==> src/rtl/vedic_8b.sv <==
// Unsigned 8x8 -> 16 Urdhva-Tiryagbhyam multiplier with a registered product and valid flag.
// Optional VEDIC_8B_PIPE_EN inserts a register stage on the four 4x4 partial products (latency 2).

module vedic_ha (
    input  logic x,
    input  logic y,
    output logic s,
    output logic co
);
    assign s  = x ^ y;
    assign co = x & y;
endmodule

module vedic_2x2 (
    input  logic [1:0] x,
    input  logic [1:0] y,
    output logic [3:0] p
);
    logic k;

    assign p[0] = x[0] & y[0];

    vedic_ha ha_mid (
        .x  (x[1] & y[0]),
        .y  (x[0] & y[1]),
        .s  (p[1]),
        .co (k)
    );

    vedic_ha ha_top (
        .x  (x[1] & y[1]),
        .y  (k),
        .s  (p[2]),
        .co (p[3])
    );
endmodule

module vedic_4x4 (
    input  logic [3:0] x,
    input  logic [3:0] y,
    output logic [7:0] r
);
    logic [3:0] q0, q1, q2, q3;
    logic [5:0] s;

    vedic_2x2 m_ll (.x(x[1:0]), .y(y[1:0]), .p(q0));
    vedic_2x2 m_hl (.x(x[3:2]), .y(y[1:0]), .p(q1));
    vedic_2x2 m_lh (.x(x[1:0]), .y(y[3:2]), .p(q2));
    vedic_2x2 m_hh (.x(x[3:2]), .y(y[3:2]), .p(q3));

    // Crosswise sum: max 9 + 9 + 3 = 21, fits in 6 bits.
    assign s      = {2'b00, q1} + {2'b00, q2} + {4'b0000, q0[3:2]};
    assign r[1:0] = q0[1:0];
    assign r[3:2] = s[1:0];
    assign r[7:4] = q3 + s[5:2];
endmodule

module vedic_8b (
    input  logic        clk,
    input  logic        rst,
    input  logic [7:0]  a,
    input  logic [7:0]  b,
    input  logic        in_valid,
    output logic [15:0] c,
    output logic        out_valid
);
    logic [7:0]  q0, q1, q2, q3;
    logic [7:0]  q0_m, q1_m, q2_m, q3_m;
    logic        vld_m;
    logic [9:0]  s;
    logic [15:0] prod;

    vedic_4x4 m_ll (.x(a[3:0]), .y(b[3:0]), .r(q0));
    vedic_4x4 m_hl (.x(a[7:4]), .y(b[3:0]), .r(q1));
    vedic_4x4 m_lh (.x(a[3:0]), .y(b[7:4]), .r(q2));
    vedic_4x4 m_hh (.x(a[7:4]), .y(b[7:4]), .r(q3));

`ifdef VEDIC_8B_PIPE_EN
    logic [7:0] q0_p0, q1_p0, q2_p0, q3_p0;
    logic       vld_p0;

    // Stage p0: partial products registered
    always_ff @(posedge clk) begin
        if (rst) begin
            q0_p0  <= '0;
            q1_p0  <= '0;
            q2_p0  <= '0;
            q3_p0  <= '0;
            vld_p0 <= 1'b0;
        end else begin
            q0_p0  <= q0;
            q1_p0  <= q1;
            q2_p0  <= q2;
            q3_p0  <= q3;
            vld_p0 <= in_valid;
        end
    end

    assign q0_m  = q0_p0;
    assign q1_m  = q1_p0;
    assign q2_m  = q2_p0;
    assign q3_m  = q3_p0;
    assign vld_m = vld_p0;
`else
    assign q0_m  = q0;
    assign q1_m  = q1;
    assign q2_m  = q2;
    assign q3_m  = q3;
    assign vld_m = in_valid;
`endif

    // Max 225 + 225 + 15 = 465 fits in 10 bits; top byte cannot carry out since a*b <= 0xFE01.
    assign s          = {2'b00, q1_m} + {2'b00, q2_m} + {6'b000000, q0_m[7:4]};
    assign prod[3:0]  = q0_m[3:0];
    assign prod[7:4]  = s[3:0];
    assign prod[15:8] = q3_m + {2'b00, s[9:4]};

    // Output stage: product and valid registered
    always_ff @(posedge clk) begin
        if (rst) begin
            c         <= '0;
            out_valid <= 1'b0;
        end else begin
            c         <= prod;
            out_valid <= vld_m;
        end
    end
endmodule

==> config.mk <==
export PLATFORM = sky130hd
export DESIGN_NAME = vedic_8b
export DESIGN_NICKNAME = d
export VERILOG_FILES = /design/src/rtl/vedic_8b.sv
export SDC_FILE = /design/constraint.sdc
export NUM_CORES = 1
export LEC_CHECK = 0
export ABC_AREA = 0
export CORE_UTILIZATION = 66
export CTS_CLUSTER_SIZE = 8
export DETAILED_ROUTE_END_ITERATION = 10
export DONT_BUFFER_PORTS = 1
export PLACE_DENSITY = 0.82
export SYNTH_ARGS = -nofsm -noshare
export SYNTH_HDL_FRONTEND = slang
export SYNTH_SLANG_ARGS = --single-unit
==> constraint.sdc <==
create_clock -name clk -period 8.9 [get_ports clk]
set_input_delay 1.335 -clock clk [delete_from_list [all_inputs] [get_ports clk]]
set_output_delay 1.335 -clock clk [all_outputs]
set_load 0.05 [all_outputs]
### Word level (Yosys, flattened, before mapping)

Index checks and enable logic that the tools add are counted.

| storage, ports and cells | value |
|---|---|
| bits in registers | 17 |
| input bits | 19 |
| output and inout port bits | 17 |
| word-level logic and storage cells | 145 |

| cells by class | value |
|---|---|
| $add $sub $neg | 15 |
| bitwise operators | 128 |

Operators by type and width:

| cell | number |
|---|---|
| $and A1 B1 Y1 | 96 |
| $xor A1 B1 Y1 | 32 |
| $add A6 B2 Y6 | 4 |
| $add A4 B4 Y5 | 4 |
| $add A4 B4 Y4 | 4 |
| $add A9 B4 Y10 | 1 |
| $add A8 B8 Y9 | 1 |
| $add A8 B6 Y8 | 1 |

### Logic depth before layout (Yosys ltp)

Gate-level depths: netlist of the first run.

| logic depth | value |
|---|---|
| depth in word-level cells | 9 |
| depth in mapped cells | 26 |
| depth with buffers taken out | 26 |

### Hierarchy

A second synthesis of the first run with hierarchy kept.

| unflattened totals | value |
|---|---|
| cells, all modules | 340 |
| area total of the unflattened synthesis | 3186.8 µm² |

Modules (own cells, without submodules):

| module | instances | cells an instance | area each (µm²) | sequential area each (µm²) |
|---|---|---|---|---|
| vedic_4x4 | 4 | 31 | 301.5 | 0.0 |
| vedic_8b | 1 | 120 | 1179.9 | 340.3 |
| vedic_2x2 | 16 | 4 | 25.0 | 0.0 |
| vedic_ha | 32 | 1 | 12.5 | 0.0 |

### Worst setup path after synthesis of the first run

Ideal clock, no wire load.

| timing | value |
|---|---|
| path kind | input to register |
| start point | in a[1] |
| end point | reg c[15] |
| library setup time | 0.123 ns |
| arrival time | 6.759 ns |
| required time | 8.777 ns |
| slack | 2.018 ns |
| cell stages on the path | 26 |
| path buffers | 0 |
| cells stage by stage | and2_1 ha_1 fa_1 ha_1 a21oi_1 nor2_1 xor2_1 ha_1 a21o_1 a21oi_1 xor2_1 xnor2_1 fa_1 inv_1 ha_1 a21o_1 a21oi_1 o21bai_1 a21oi_1 xnor2_1 ha_1 nand2_1 o211ai_1 o311a_1 nor2b_1 mux2_1 |

| between the ends | value |
|---|---|
| word-level cells in the longest chain between the ends | 9 |
| elaborated cells on any way between the ends | 32 |

RTL lines:

| item | line | RTL |
|---|---|---|
| start, declared | 61 | `input logic [7:0] a,` |
| $and A1 B1 Y1 | 24 | `.x (x[1] & y[0]),` |
| $and A1 B1 Y1 | 11 | `assign co = x & y;` |
| $xor A1 B1 Y1 / $and A1 B1 Y1 (equally long branches) | 10, 11 |  |
| $add A4 B4 Y5 | 52 | `assign s = {2'b00, q1} + {2'b00, q2} + {4'b0000, q0[3:2]};` |
| $add A6 B2 Y6 | 52 |  |
| $add A4 B4 Y4 | 55 | `assign r[7:4] = q3 + s[5:2];` |
| $add A8 B8 Y9 | 113 | `assign s = {2'b00, q1_m} + {2'b00, q2_m} + {6'b000000, q0_m[7:4]};` |
| $add A9 B4 Y10 (*) | 113 |  |
| $add A8 B6 Y8 (*) | 116 | `assign prod[15:8] = q3_m + {2'b00, s[9:4]};` |
| end signal, assigned | 124 | `c <= prod;` |
| end, declared | 64 | `output logic [15:0] c,` |

Mark *: on every way between the ends. The rest lies on a longest branch, timed or not.
A chain may end at the register's enable or synchronous reset.

### Worst setup path in the final report of the first run

Same ends and word-level chain as after synthesis.

==> key figures, run 1 <==
CTS
  • Number of buffers on the longest clock path: 2
  • Post-CTS Setup Inserts: 0
  • Root buffer cell: sky130_fd_sc_hd__clkbuf_8
  • H-tree depth: 1
  • Hold buffer count at cts: 0
  • TritonCTS Buffers: 3
  • Clk sink count: 17
  • Clk pin slew, worst setup/hold paths: 0.06 ns
  • Post_cts resized: 0
  • TritonCTS clock tree: done

Floorplan
  • Starting density of the core: 70.72%
  • Die Outline Area: between 5000 and 6000 um2
  • Boundary pin count: 36
  • Die boundary width: a little over 70 um
  • Standard-cell rows: 24
  • Area of the placeable core: 4504 um2
  • Overall die height: 71.48 um

Global routing
  • Total routing resource utilization after global routing: 23.33%
  • Number of antenna violations at the first check in global routing: 0
  • Vias in the first global route: 2,311
  • Total global routing overflow: 0
  • Maximum number of pins on one net before global-route repair: 20
  • Wire length of the first global-routing pass: between 9 and 10 mm

STA
  • Slew at the pin with the worst max-slew slack: between 0.4 and 0.5 ns
  • Final TNS setup: 0 ns
  • Post-route clock period utilization: 78.26%
  • Period minus WS final: 6.965 ns
  • Number of pins with negative max-slew slack in the final report: 0
  • Setup repair after global routing missed its margin: false
  • Worst slew slack as a fraction of its limit: 67.51%
  • Total count of hold-check failures in the final report: 0
  • Setup violation total in the final timing report: 0
  • Worst hold slack: 1.160 ns
  • Slack of the critical path: 1.935 ns
  • Achievable clock frequency: approximately 140 MHz

Worst setup path
  • Critical path data required time: 9.03 ns
  • Endpoint arrival time on the critical path: approximately 7.1 ns
  • Kind of end point of the critical path: register
  • Crit path launch type: primary input
  • Gate family responsible for the most delay along the worst path: adder cells
  • Worst path bufs/invs: 1
  • Setup CP Type: primary input to register
  • Critical Path Slowest Stage Cell: sky130_fd_sc_hd__fa_1
  • Most frequent cell on the critical path: sky130_fd_sc_hd__ha_1
  • CP Max Fanout: 8
  • Slowest Stage Delay on Critical Path: 0.60 ns

Finish
  • Number of nets in the layout: 475
  • Ratio of cells with drive above 1 in the final layout: 2.273%
  • Post-layout instance area: 3288 um2
  • Diodes inserted: 0
  • Synth-to-layout area growth: 3.221%
  • Post-route insts no fill: 404
  • Final Util: 73.00%

Placement
  • Port bufs: 0
  • Final HPWL DP: 4.973 mm
  • Standard cell area after detailed placement: about 3200 um2
  • Dpl cells: 400
  • Setup slack after placement: 1.657 ns
  • Gp weighted congestion: 0.8496

Logic synthesis
  • Area share of the largest cell type after synthesis: 33.39%
  • Leading post-synthesis cells by cell area: sky130_fd_sc_hd__ha_1 33%, sky130_fd_sc_hd__and2_1 12%, sky130_fd_sc_hd__fa_1 11%, sky130_fd_sc_hd__dfxtp_1 11%, sky130_fd_sc_hd__xnor2_1 7.1%
  • Synth Net Count: 472
  • Dominant cell type by area after synthesis: sky130_fd_sc_hd__ha_1
  • Cells after synthesis: 350
  • Post-synthesis sequential area ratio: 10.68%
  • Post-synthesis instance area: 3186 um2
  • Average cell area after synthesis: 9.102 um2
  • Flops & latches, synth: 17
  • Distinct cell type count after synthesis: 31
  • Yosys warnings: 0

Detailed routing
  • Sum of routed wire length over all layers: 5.554 mm
  • Total via count after detailed routing: 2,313
  • DR iter-0 viols: 88
  • Drt first pass iters: 4
  • Avg Vias per Cell: 5.725
  • Drt wl/cell: 13.75 um
  • Antenna-violating nets left: 0
  • Detailed-route DRC error count: 0

Power
  • Power density of the placed cells: 201.9 nW/um2
  • Maximum resistive drop on vdd: 150.4 uV
  • Leakage power: 1.770 nW
  • Post-layout power: 0.6638 mW

Min path
  • Hold Crit Class: primary input to register

Run
  • Max-cap violations: 0

Outcome
  • Status: complete, no violations
[routing by layer]
layer / global-route usage, % / wire length, um / vias to the layer above
met2: 41.38 / 2477 / 46
met4: 5.011 / 78 / 0
met5: 0 / 0 / -
li1: - / - / 1184
met1: 30.86 / 2819 / 1075
met3: 2.250 / 178 / 8
[placed cells by master (no fill, tap or decap), types with 3 or more instances in the layout]
cell type                  synthesis  routed
sky130_fd_sc_hd__xor2_1           14      14
sky130_fd_sc_hd__and2_1           63      63
sky130_fd_sc_hd__a21o_1           13      13
sky130_fd_sc_hd__nand2_1           9       9
sky130_fd_sc_hd__fa_1             18      18
sky130_fd_sc_hd__nor2b_1          11      11
sky130_fd_sc_hd__nor2_1           16      16
sky130_fd_sc_hd__dfxtp_1          17      17
sky130_fd_sc_hd__o21ai_0           5       5
sky130_fd_sc_hd__nand3b_1          4       4
sky130_fd_sc_hd__ha_1             85      85
sky130_fd_sc_hd__xnor2_1          26      26
sky130_fd_sc_hd__a21oi_1          24      24
sky130_fd_sc_hd__clkbuf_8          0       3
sky130_fd_sc_hd__inv_1            26      26
[state kept, by name, indices dropped and copies added (netlist names)]
name,count
c,16
out_valid,1
[logic make-up after synthesis]
group           count (synthesis)  share of synthesized area (%)
xor+xnor                       40                          11.00
compound gates                 48                          9.191
fa+ha+maj                     103                          44.70
buf+inv                        28                          3.299
flops                          17                          10.68
mux                             2                         0.7069
simple gates                  112                          20.42
[final timing paths]
kind / startpoint / endpoint / slack [ns] / cells past startpoint
worst max-delay path: a[1] / c[15]$_SDFF_PP0_ / 1.94 / 26
worst min-delay path: rst / c[9]$_SDFF_PP0_ / 1.16 / 1
[cells in the mapped netlist]
cell type,number
sky130_fd_sc_hd__a21o_2,1
sky130_fd_sc_hd__and3b_1,1
sky130_fd_sc_hd__o21bai_1,1
sky130_fd_sc_hd__dfxtp_1,17
sky130_fd_sc_hd__and3_1,1
sky130_fd_sc_hd__o21a_1,1
sky130_fd_sc_hd__nor3_1,2
sky130_fd_sc_hd__fa_1,18
sky130_fd_sc_hd__o311a_1,1
sky130_fd_sc_hd__o41ai_1,1
sky130_fd_sc_hd__o211ai_1,1
sky130_fd_sc_hd__nor2_2,1
sky130_fd_sc_hd__nand3b_1,4
sky130_fd_sc_hd__and2_1,63
sky130_fd_sc_hd__nor2_1,16
sky130_fd_sc_hd__mux2_1,1
sky130_fd_sc_hd__or2_2,1
sky130_fd_sc_hd__a21o_1,13
sky130_fd_sc_hd__nor4b_2,1
sky130_fd_sc_hd__o21ai_0,5
sky130_fd_sc_hd__nor2b_1,11
sky130_fd_sc_hd__nand3_1,1
sky130_fd_sc_hd__xnor2_1,26
sky130_fd_sc_hd__nand2b_1,1
sky130_fd_sc_hd__xor2_1,14
sky130_fd_sc_hd__ha_1,85
sky130_fd_sc_hd__nand2_1,9
sky130_fd_sc_hd__mux2_2,1
sky130_fd_sc_hd__a21oi_1,24
sky130_fd_sc_hd__clkbuf_1,2
sky130_fd_sc_hd__inv_1,26
[cell type report]
| type | count | area, um2 |
|---|---|---|
| sequential | 17 | 340.3 |
| inverter | 26 | 97.59 |
| clock buffer | 4 | 45.04 |
| tap | 52 | 65.06 |
| fill | 345 | 1216 |
| multi-input combinational | 305 | 2740 |
[report_power, final]
part / switching, mW / total (mW) / internal (mW) / leakage [nW]
sequential: 0.0825 / 0.183 / 0.101 / 0.141
combinational: 0.222 / 0.428 / 0.207 / 1.61
clock: 0.0208 / 0.0524 / 0.0316 / 0.0228
total: 0.325 / 0.664 / 0.339 / 1.77
Power figures use the tool's default switching activity.
==> run 2: changes to the inputs <==
--- a/config.mk
+++ b/config.mk
@@ -6,11 +6,11 @@
 export NUM_CORES = 1
 export LEC_CHECK = 0
 export ABC_AREA = 0
-export CORE_UTILIZATION = 66
+export CORE_UTILIZATION = 60
 export CTS_CLUSTER_SIZE = 8
 export DETAILED_ROUTE_END_ITERATION = 10
 export DONT_BUFFER_PORTS = 1
-export PLACE_DENSITY = 0.82
+export PLACE_DENSITY = 0.79
 export SYNTH_ARGS = -nofsm -noshare
 export SYNTH_HDL_FRONTEND = slang
 export SYNTH_SLANG_ARGS = --single-unit
==> constraint.sdc (replaced) <==
create_clock -name clk -period 6.2 [get_ports clk]
set_input_delay 0.93 -clock clk [delete_from_list [all_inputs] [get_ports clk]]
set_output_delay 0.93 -clock clk [all_outputs]
set_load 0.05 [all_outputs]
==> key figures, run 2 (synthesis gave the netlist of run 1 again) <==
Detailed routing
  • Total via count after detailed routing: 2,334 (was 2,313)
  • Met3 wire len: 138 um (was 178 um)
  • DR iter-0 viols: 37 (was 88)
  • Drt wl/cell: 13.46 um (was 13.75 um)
  • Sum of met2 wire segment lengths after detailed routing: 2.818 mm (was 2.477 mm)
  • Sum of routed wire length over all layers: 5.815 mm (was 5.554 mm)
  • Uppermost layer routed: met4 (unchanged)
  • Drt first pass iters: 4 (unchanged)
  • Routed metal-1 wirelength: 2.801 mm (was 2.819 mm)
  • Antenna-violating nets left: 0 (unchanged)
  • Avg Vias per Cell: 5.403 (was 5.725)
  • Detailed-route DRC error count: 0 (unchanged)

Worst setup path
  • Endpoint arrival time on the critical path: 6.26 ns (was 7.09 ns)
  • Worst path bufs/invs: 1 (unchanged)
  • Slowest Stage Delay on Critical Path: 0.58 ns (was 0.60 ns)
  • Kind of end point of the critical path: register (unchanged)
  • Critical Path Slowest Stage Cell: sky130_fd_sc_hd__fa_2 (was sky130_fd_sc_hd__fa_1)
  • Crit path launch type: primary input (unchanged)
  • CP Max Fanout: 8 (unchanged)
  • Setup CP Type: primary input to register (unchanged)
  • Gate family responsible for the most delay along the worst path: adder cells (unchanged)
  • Critical Path Source: a[3] (was a[1])
  • Critical path data required time: 6.33 ns (was 9.03 ns)

Finish
  • Commonest cells after routing, fill and taps aside: 81 x sky130_fd_sc_hd__ha_1, 63 x sky130_fd_sc_hd__and2_1, 26 x sky130_fd_sc_hd__xnor2_1, 25 x sky130_fd_sc_hd__inv_1, 19 x sky130_fd_sc_hd__a21oi_1 (was 85 x sky130_fd_sc_hd__ha_1, 63 x sky130_fd_sc_hd__and2_1, 26 x sky130_fd_sc_hd__xnor2_1, 26 x sky130_fd_sc_hd__inv_1, 24 x sky130_fd_sc_hd__a21oi_1)
  • Post-route insts no fill: 432 (was 404)
  • Synth-to-layout area growth: 8.838% (was 3.221%)
  • Largest Register: c (unchanged)
  • Diodes inserted: 0 (unchanged)
  • Most common cell after layout, fill and taps aside: sky130_fd_sc_hd__ha_1 (unchanged)
  • Ratio of cells with drive above 1 in the final layout: 10.22% (was 2.273%)
  • Number of nets in the layout: 485 (was 475)
  • Biggest regs: c: 16 flops, out_valid: 1 flops (unchanged)
  • Number of flip-flops under the largest register name: 16 (unchanged)
  • Fillcell total: 426 (was 345)

CTS
  • Hold buffer count at cts: 0 (unchanged)
  • Root buffer cell: sky130_fd_sc_hd__clkbuf_8 (unchanged)
  • TritonCTS clock tree: done (unchanged)
  • Clk pin slew, worst setup/hold paths: 0.06 ns (about the same)
  • TritonCTS Buffers: 3 (unchanged)
  • H-tree depth: 1 (unchanged)
  • Clk sink count: 17 (unchanged)
  • Number of buffers on the longest clock path: 2 (unchanged)

Power
  • Post-layout power: 1.105 mW (was 0.6638 mW)
  • Maximum resistive drop on vdd: 240.1 uV (was 150.4 uV)
  • Power density of the placed cells: 318.6 nW/um2 (was 201.9 nW/um2)
  • Leakage power: 1.826 nW (was 1.770 nW)

Run
  • Max-cap violations: 0 (unchanged)

Placement
  • Port bufs: 0 (unchanged)
  • Final HPWL DP: 5.158 mm (was 4.973 mm)
  • Gp weighted congestion: 0.8917 (was 0.8496)
  • Dpl cells: 425 (was 400)

Min path
  • Worst hold start: rst (unchanged)
  • Hold Crit Class: primary input to register (unchanged)

Floorplan
  • Overall die height: 74.87 um (was 71.48 um)
  • Die boundary width: 74.87 um (was 71.48 um)
  • Area of the placeable core: 5107 um2 (was 4504 um2)
  • Die Outline Area: 5605 um2 (was 5109 um2)
  • Starting density of the core: 62.37% (was 70.72%)
  • Standard-cell rows: 26 (was 24)
  • Boundary pin count: 36 (unchanged)

STA
  • Worst hold slack: 0.7524 ns (was 1.160 ns)
  • Slew at the pin with the worst max-slew slack: 0.4792 ns (was 0.4867 ns)
  • Worst slew slack as a fraction of its limit: 68.01% (was 67.51%)
  • Post-route clock period utilization: 98.84%
  • Total count of hold-check failures in the final report: 0 (unchanged)
  • Setup violation total in the final timing report: 0 (unchanged)
  • Achievable clock frequency: between 150 and 200 MHz
  • Number of pins with negative max-slew slack in the final report: 0 (unchanged)
  • Setup repair after global routing missed its margin: true (was false)
  • Period minus WS final: roughly 6 ns

Global routing
  • Number of antenna violations at the first check in global routing: 0 (unchanged)
  • Vias in the first global route: 2,318 (was 2,311)
  • Maximum number of pins on one net before global-route repair: 20 (unchanged)
  • Total global routing overflow: 0 (unchanged)
  • Wire length of the first global-routing pass: 9.770 mm (was 9.646 mm)
  • Total routing resource utilization after global routing: 22.64% (was 23.33%)

Outcome
  • Status: complete, no violations (unchanged)
-- run 2: changes by cell type in the layout (fill, tap and decap cells not counted), sizes merged --
cell    delta
buf       +10
clkbuf     -1
clkinv     +1
-- run 2: cell type report --
cell class | instances | area (um2) | share of cell area, %
sequential | 17 | 340.3 | 9.816
clock inverter | 1 | 5.005 | 0.1444
tap | 70 | 87.58 | 2.526
multi-input combinational | 305 | 2820 | 81.34
clock buffer | 3 | 41.29 | 1.191
timing repair buffer | 10 | 75.07 | 2.165
inverter | 26 | 97.59 | 2.815
-- run 2: final timing paths --
path / depth (start not counted) / end
hold / removal: 1 / c[12]$_SDFF_PP0_
setup / recovery: 26 / c[15]$_SDFF_PP0_
-- run 2: report_power, final --
part	switching [mW]	internal (mW)
Clock	0.0314	0.0443
Sequential	0.119	0.145
Combinational	0.370	0.396
-- run 2: per-stage QoR --
step	TNS (ns)	utilization (%)	cell area (um2)	setup slack, ns
after floorplan	0	-	3219	0.002300
final	0	67.88	3467	0.07165
after CTS	0	66.54	3398	0.002118
after global placement	-0.2164	65.63	3352	-0.1257
after global routing	-0.1418	67.88	3467	-0.1299
after detailed placement	-0.4471	65.63	3352	-0.2444
-- run 2: timing repair --
item	CTS	global route
endpoints found under the setup margin	0	2
resized for setup	0	12
setup buffers	0	3
-- run 2: per-layer routing --
metal,vias to the layer above,GRT usage [%]
met2,43,41.94
met3,4,1.740
met5,-,0
met1,1085,28.58
li1,1202,-
met4,0,4.822
==> run 3: changes to the inputs <==
--- a/config.mk
+++ b/config.mk
@@ -6,11 +6,11 @@
 export NUM_CORES = 1
 export LEC_CHECK = 0
 export ABC_AREA = 0
-export CORE_UTILIZATION = 60
+export CORE_UTILIZATION = 65
 export CTS_CLUSTER_SIZE = 8
 export DETAILED_ROUTE_END_ITERATION = 10
 export DONT_BUFFER_PORTS = 1
-export PLACE_DENSITY = 0.79
+export PLACE_DENSITY = 0.81
 export SYNTH_ARGS = -nofsm -noshare
 export SYNTH_HDL_FRONTEND = slang
 export SYNTH_SLANG_ARGS = --single-unit
==> constraint.sdc (replaced) <==
create_clock -name clk -period 5.92 [get_ports clk]
set_input_delay 0.888 -clock clk [delete_from_list [all_inputs] [get_ports clk]]
set_output_delay 0.888 -clock clk [all_outputs]
set_load 0.05 [all_outputs]
==> key figures, run 3 (synthesis gave the netlist of run 1 again) <==
Detailed routing
  • Routed metal-1 wirelength: 2.865 mm (was 2.801 mm)
  • Detailed-route DRC error count: 0 (unchanged)
  • Antenna-violating nets left: 0 (unchanged)
  • Met3 wire len: 254 um (was 138 um)
  • Uppermost layer routed: met4 (unchanged)
  • Total via count after detailed routing: 2,354 (was 2,334)
  • Sum of routed wire length over all layers: 6.114 mm (was 5.815 mm)
  • Drt first pass iters: 4 (unchanged)
  • Drt wl/cell: 14.09 um (was 13.46 um)
  • Sum of met2 wire segment lengths after detailed routing: 2.866 mm (was 2.818 mm)
  • Avg Vias per Cell: 5.424 (was 5.403)
  • DR iter-0 viols: 100 (was 37)

Floorplan
  • Area of the placeable core: 4723 um2 (was 5107 um2)
  • Boundary pin count: 36 (unchanged)
  • Die boundary width: 72.01 um (was 74.87 um)
  • Starting density of the core: 67.44% (was 62.37%)
  • Overall die height: 72.01 um (was 74.87 um)
  • Standard-cell rows: 25 (was 26)
  • Die Outline Area: 5185 um2 (was 5605 um2)

Power
  • Proportion of total power due to net switching: 46.63% (was 47.04%)
  • Combinational cell fraction of total power: 70.3% (was 69.3%)
  • Relative contribution of sequential cells to total power: 22.9% (was 23.8%)
  • Post-layout power: 1.202 mW (was 1.105 mW)
  • Clk pwr share: 6.8% (was 6.9%)
  • Power density of the placed cells: 337.8 nW/um2 (was 318.6 nW/um2)
  • Leakage power: 1.876 nW (was 1.826 nW)
  • Internal portion of total power: 0.6418 mW (was 0.5850 mW)
  • Maximum resistive drop on vdd: 220.5 uV (was 240.1 uV)
  • Net switching power of the design: 0.5607 mW (was 0.5197 mW)

STA
  • Setup violation total in the final timing report: 2 (was 0)
  • Achievable clock frequency: between 150 and 200 MHz
  • Period minus WS final: ~6.0 ns
  • Worst slew slack as a fraction of its limit: 67.65% (was 68.01%)
  • Number of pins with negative max-slew slack in the final report: 0 (unchanged)
  • Post-route clock period utilization: 102.1%
  • Setup repair after global routing missed its margin: true (unchanged)
  • Slack of the critical path: -0.1248 ns (was 0.07165 ns)
  • Total count of hold-check failures in the final report: 0 (unchanged)
  • Slew at the pin with the worst max-slew slack: 0.4846 ns (was 0.4792 ns)

Finish
  • Fillcell total: 353 (was 426)
  • Synth-to-layout area growth: 11.74% (was 8.838%)
  • Diodes inserted: 0 (unchanged)
  • Area taken by flip-flops and latches: 340.3 um2 (unchanged)
  • Most common cell after layout, fill and taps aside: sky130_fd_sc_hd__ha_1 (unchanged)
  • Biggest regs: c: 16 flops, out_valid: 1 flops (unchanged)
  • Number of flip-flops under the largest register name: 16 (unchanged)
  • Multi-input logic area: 2873 um2 (was 2820 um2)
  • Largest Register: c (unchanged)
  • Post-route insts no fill: 434 (was 432)
  • Ratio of cells with drive above 1 in the final layout: 13.90% (was 10.22%)
  • Number of nets in the layout: 490 (was 485)
  • Commonest cells after routing, fill and taps aside: 79 x sky130_fd_sc_hd__ha_1, 59 x sky130_fd_sc_hd__and2_1, 25 x sky130_fd_sc_hd__inv_1, 23 x sky130_fd_sc_hd__xnor2_1 (was 81 x sky130_fd_sc_hd__ha_1, 63 x sky130_fd_sc_hd__and2_1, 26 x sky130_fd_sc_hd__xnor2_1, 25 x sky130_fd_sc_hd__inv_1, 19 x sky130_fd_sc_hd__a21oi_1)

CTS
  • Hold buffer count at cts: 0 (unchanged)
  • Root buffer cell: sky130_fd_sc_hd__clkbuf_8 (unchanged)
  • TritonCTS clock tree: done (unchanged)
  • Number of buffers on the longest clock path: 2 (unchanged)
  • Clk sink count: 17 (unchanged)
  • TritonCTS Buffers: 3 (unchanged)
  • Clk pin slew, worst setup/hold paths: 0.06 ns (about the same)
  • H-tree depth: 1 (unchanged)

Global routing
  • Vias in the first global route: 2,421 (was 2,318)
  • Number of antenna violations at the first check in global routing: 0 (unchanged)
  • Maximum number of pins on one net before global-route repair: 20 (unchanged)
  • Total global routing overflow: 0 (unchanged)
  • Total routing resource utilization after global routing: 25.68% (was 22.64%)
  • Wire length of the first global-routing pass: 10.50 mm (was 9.770 mm)

Worst setup path
  • Kind of end point of the critical path: register (unchanged)
  • Endpoint arrival time on the critical path: 6.18 ns (was 6.26 ns)
  • CP Max Fanout: 8 (unchanged)
  • Setup CP Type: primary input to register (unchanged)
  • Crit path launch type: primary input (unchanged)
  • Critical path data required time: 6.06 ns (was 6.33 ns)

Run
  • Max-cap violations: 0 (unchanged)

Placement
  • Final HPWL DP: 5.162 mm (was 5.158 mm)
  • Port bufs: 0 (unchanged)
  • Gp weighted congestion: 0.8532 (was 0.8917)
  • Dpl cells: 425 (unchanged)

Outcome
  • Failing checks: setup timing
  • Status: complete, but fails checks (was complete, no violations)

Min path
  • Hold Crit Class: primary input to register (unchanged)
  • Min-Delay Path Depth: 1 (unchanged)
run 3: changes by cell type in the layout (fill, tap and decap cells not counted), moves of 3 or more:
cell / previous run / this run
sky130_fd_sc_hd__and2_1: 63 / 59
sky130_fd_sc_hd__and2_4: 0 / 4
sky130_fd_sc_hd__buf_4: 10 / 13
sky130_fd_sc_hd__xnor2_1: 26 / 23
sky130_fd_sc_hd__xnor2_2: 0 / 3
run 3: power groups by stage:
stage | Sequential (mW) | Clock (mW) | Combinational, mW
finish | 0.275 | 0.0818 | 0.845
global route | 0.280 | 0.0921 | 0.953
CTS | 0.276 | 0.0837 | 0.831
detailed placement | 0.278 | 0 | 0.753
global placement | 0.278 | 0 | 0.726
floorplan | 0.277 | 0 | 0.565
run 3: layout make-up:
| class | instances | area share [%] |
|---|---|---|
| clock buffers | 4 | 1.265 |
| inverters | 26 | 2.742 |
| multi-input cells | 305 | 80.70 |
| flip-flops and latches | 17 | 9.561 |
| well taps | 67 | 2.355 |
| repair buffers | 15 | 3.374 |
run 3: path summary, 6_finish.rpt:
check,from,end,slack [ns]
worst min-delay path,rst,c[12]$_SDFF_PP0_,0.70
worst max-delay path,b[1],c[15]$_SDFF_PP0_,-0.12
run 3: metrics by stage:
| stage | setup WS (ns) | hold WS, ns | setup TNS, ns | util [%] | area [um2] |
|---|---|---|---|---|---|
| 2_1_floorplan | -0.08981 | 1.002 | -0.08981 | - | 3254 |
| 3_3_place_gp | -0.2319 | 0.9621 | -0.3964 | 72.11 | 3406 |
| 3_5_place_dp | -0.3749 | 0.9638 | -0.7230 | 72.11 | 3406 |
| 4_1_cts | -0.05697 | 0.6989 | -0.05697 | 74.38 | 3513 |
| 5_1_grt | -0.3015 | 0.6868 | -0.6340 | 75.36 | 3560 |
| 6_report | -0.1248 | 0.7034 | -0.1903 | 75.36 | 3560 |
run 3: worst max-delay path, stage by stage:
cell                       delay, ns
sky130_fd_sc_hd__and2_4         0.14
sky130_fd_sc_hd__ha_4           0.24
sky130_fd_sc_hd__fa_1           0.48
sky130_fd_sc_hd__buf_4          0.16
sky130_fd_sc_hd__fa_2           0.37
sky130_fd_sc_hd__xnor2_2        0.14
sky130_fd_sc_hd__ha_2           0.21
sky130_fd_sc_hd__fa_1           0.50
sky130_fd_sc_hd__inv_1          0.05
sky130_fd_sc_hd__fa_1           0.47
sky130_fd_sc_hd__inv_1          0.04
sky130_fd_sc_hd__ha_2           0.17
sky130_fd_sc_hd__fa_2           0.34
sky130_fd_sc_hd__a21o_1         0.19
sky130_fd_sc_hd__a21oi_2        0.16
sky130_fd_sc_hd__xnor2_1        0.21
sky130_fd_sc_hd__ha_1           0.29
sky130_fd_sc_hd__a21oi_1        0.24
sky130_fd_sc_hd__o211ai_1       0.16
sky130_fd_sc_hd__o311a_1        0.33
sky130_fd_sc_hd__nor2b_1        0.15
sky130_fd_sc_hd__mux2_4         0.25
run 3: what timing repair did:
item,4_1_cts,5_1_grt
endpoints found under the setup margin,2,5
resized for setup,7,12
buffers inserted,5,3
pin swaps,14,13
run 3: per-layer routing:
metal / vias up / track usage (%)
li1: 1212 / -
met1: 1070 / 31.51
met2: 59 / 45.28
met3: 13 / 3.472
met4: 0 / 10.46
met5: - / 0
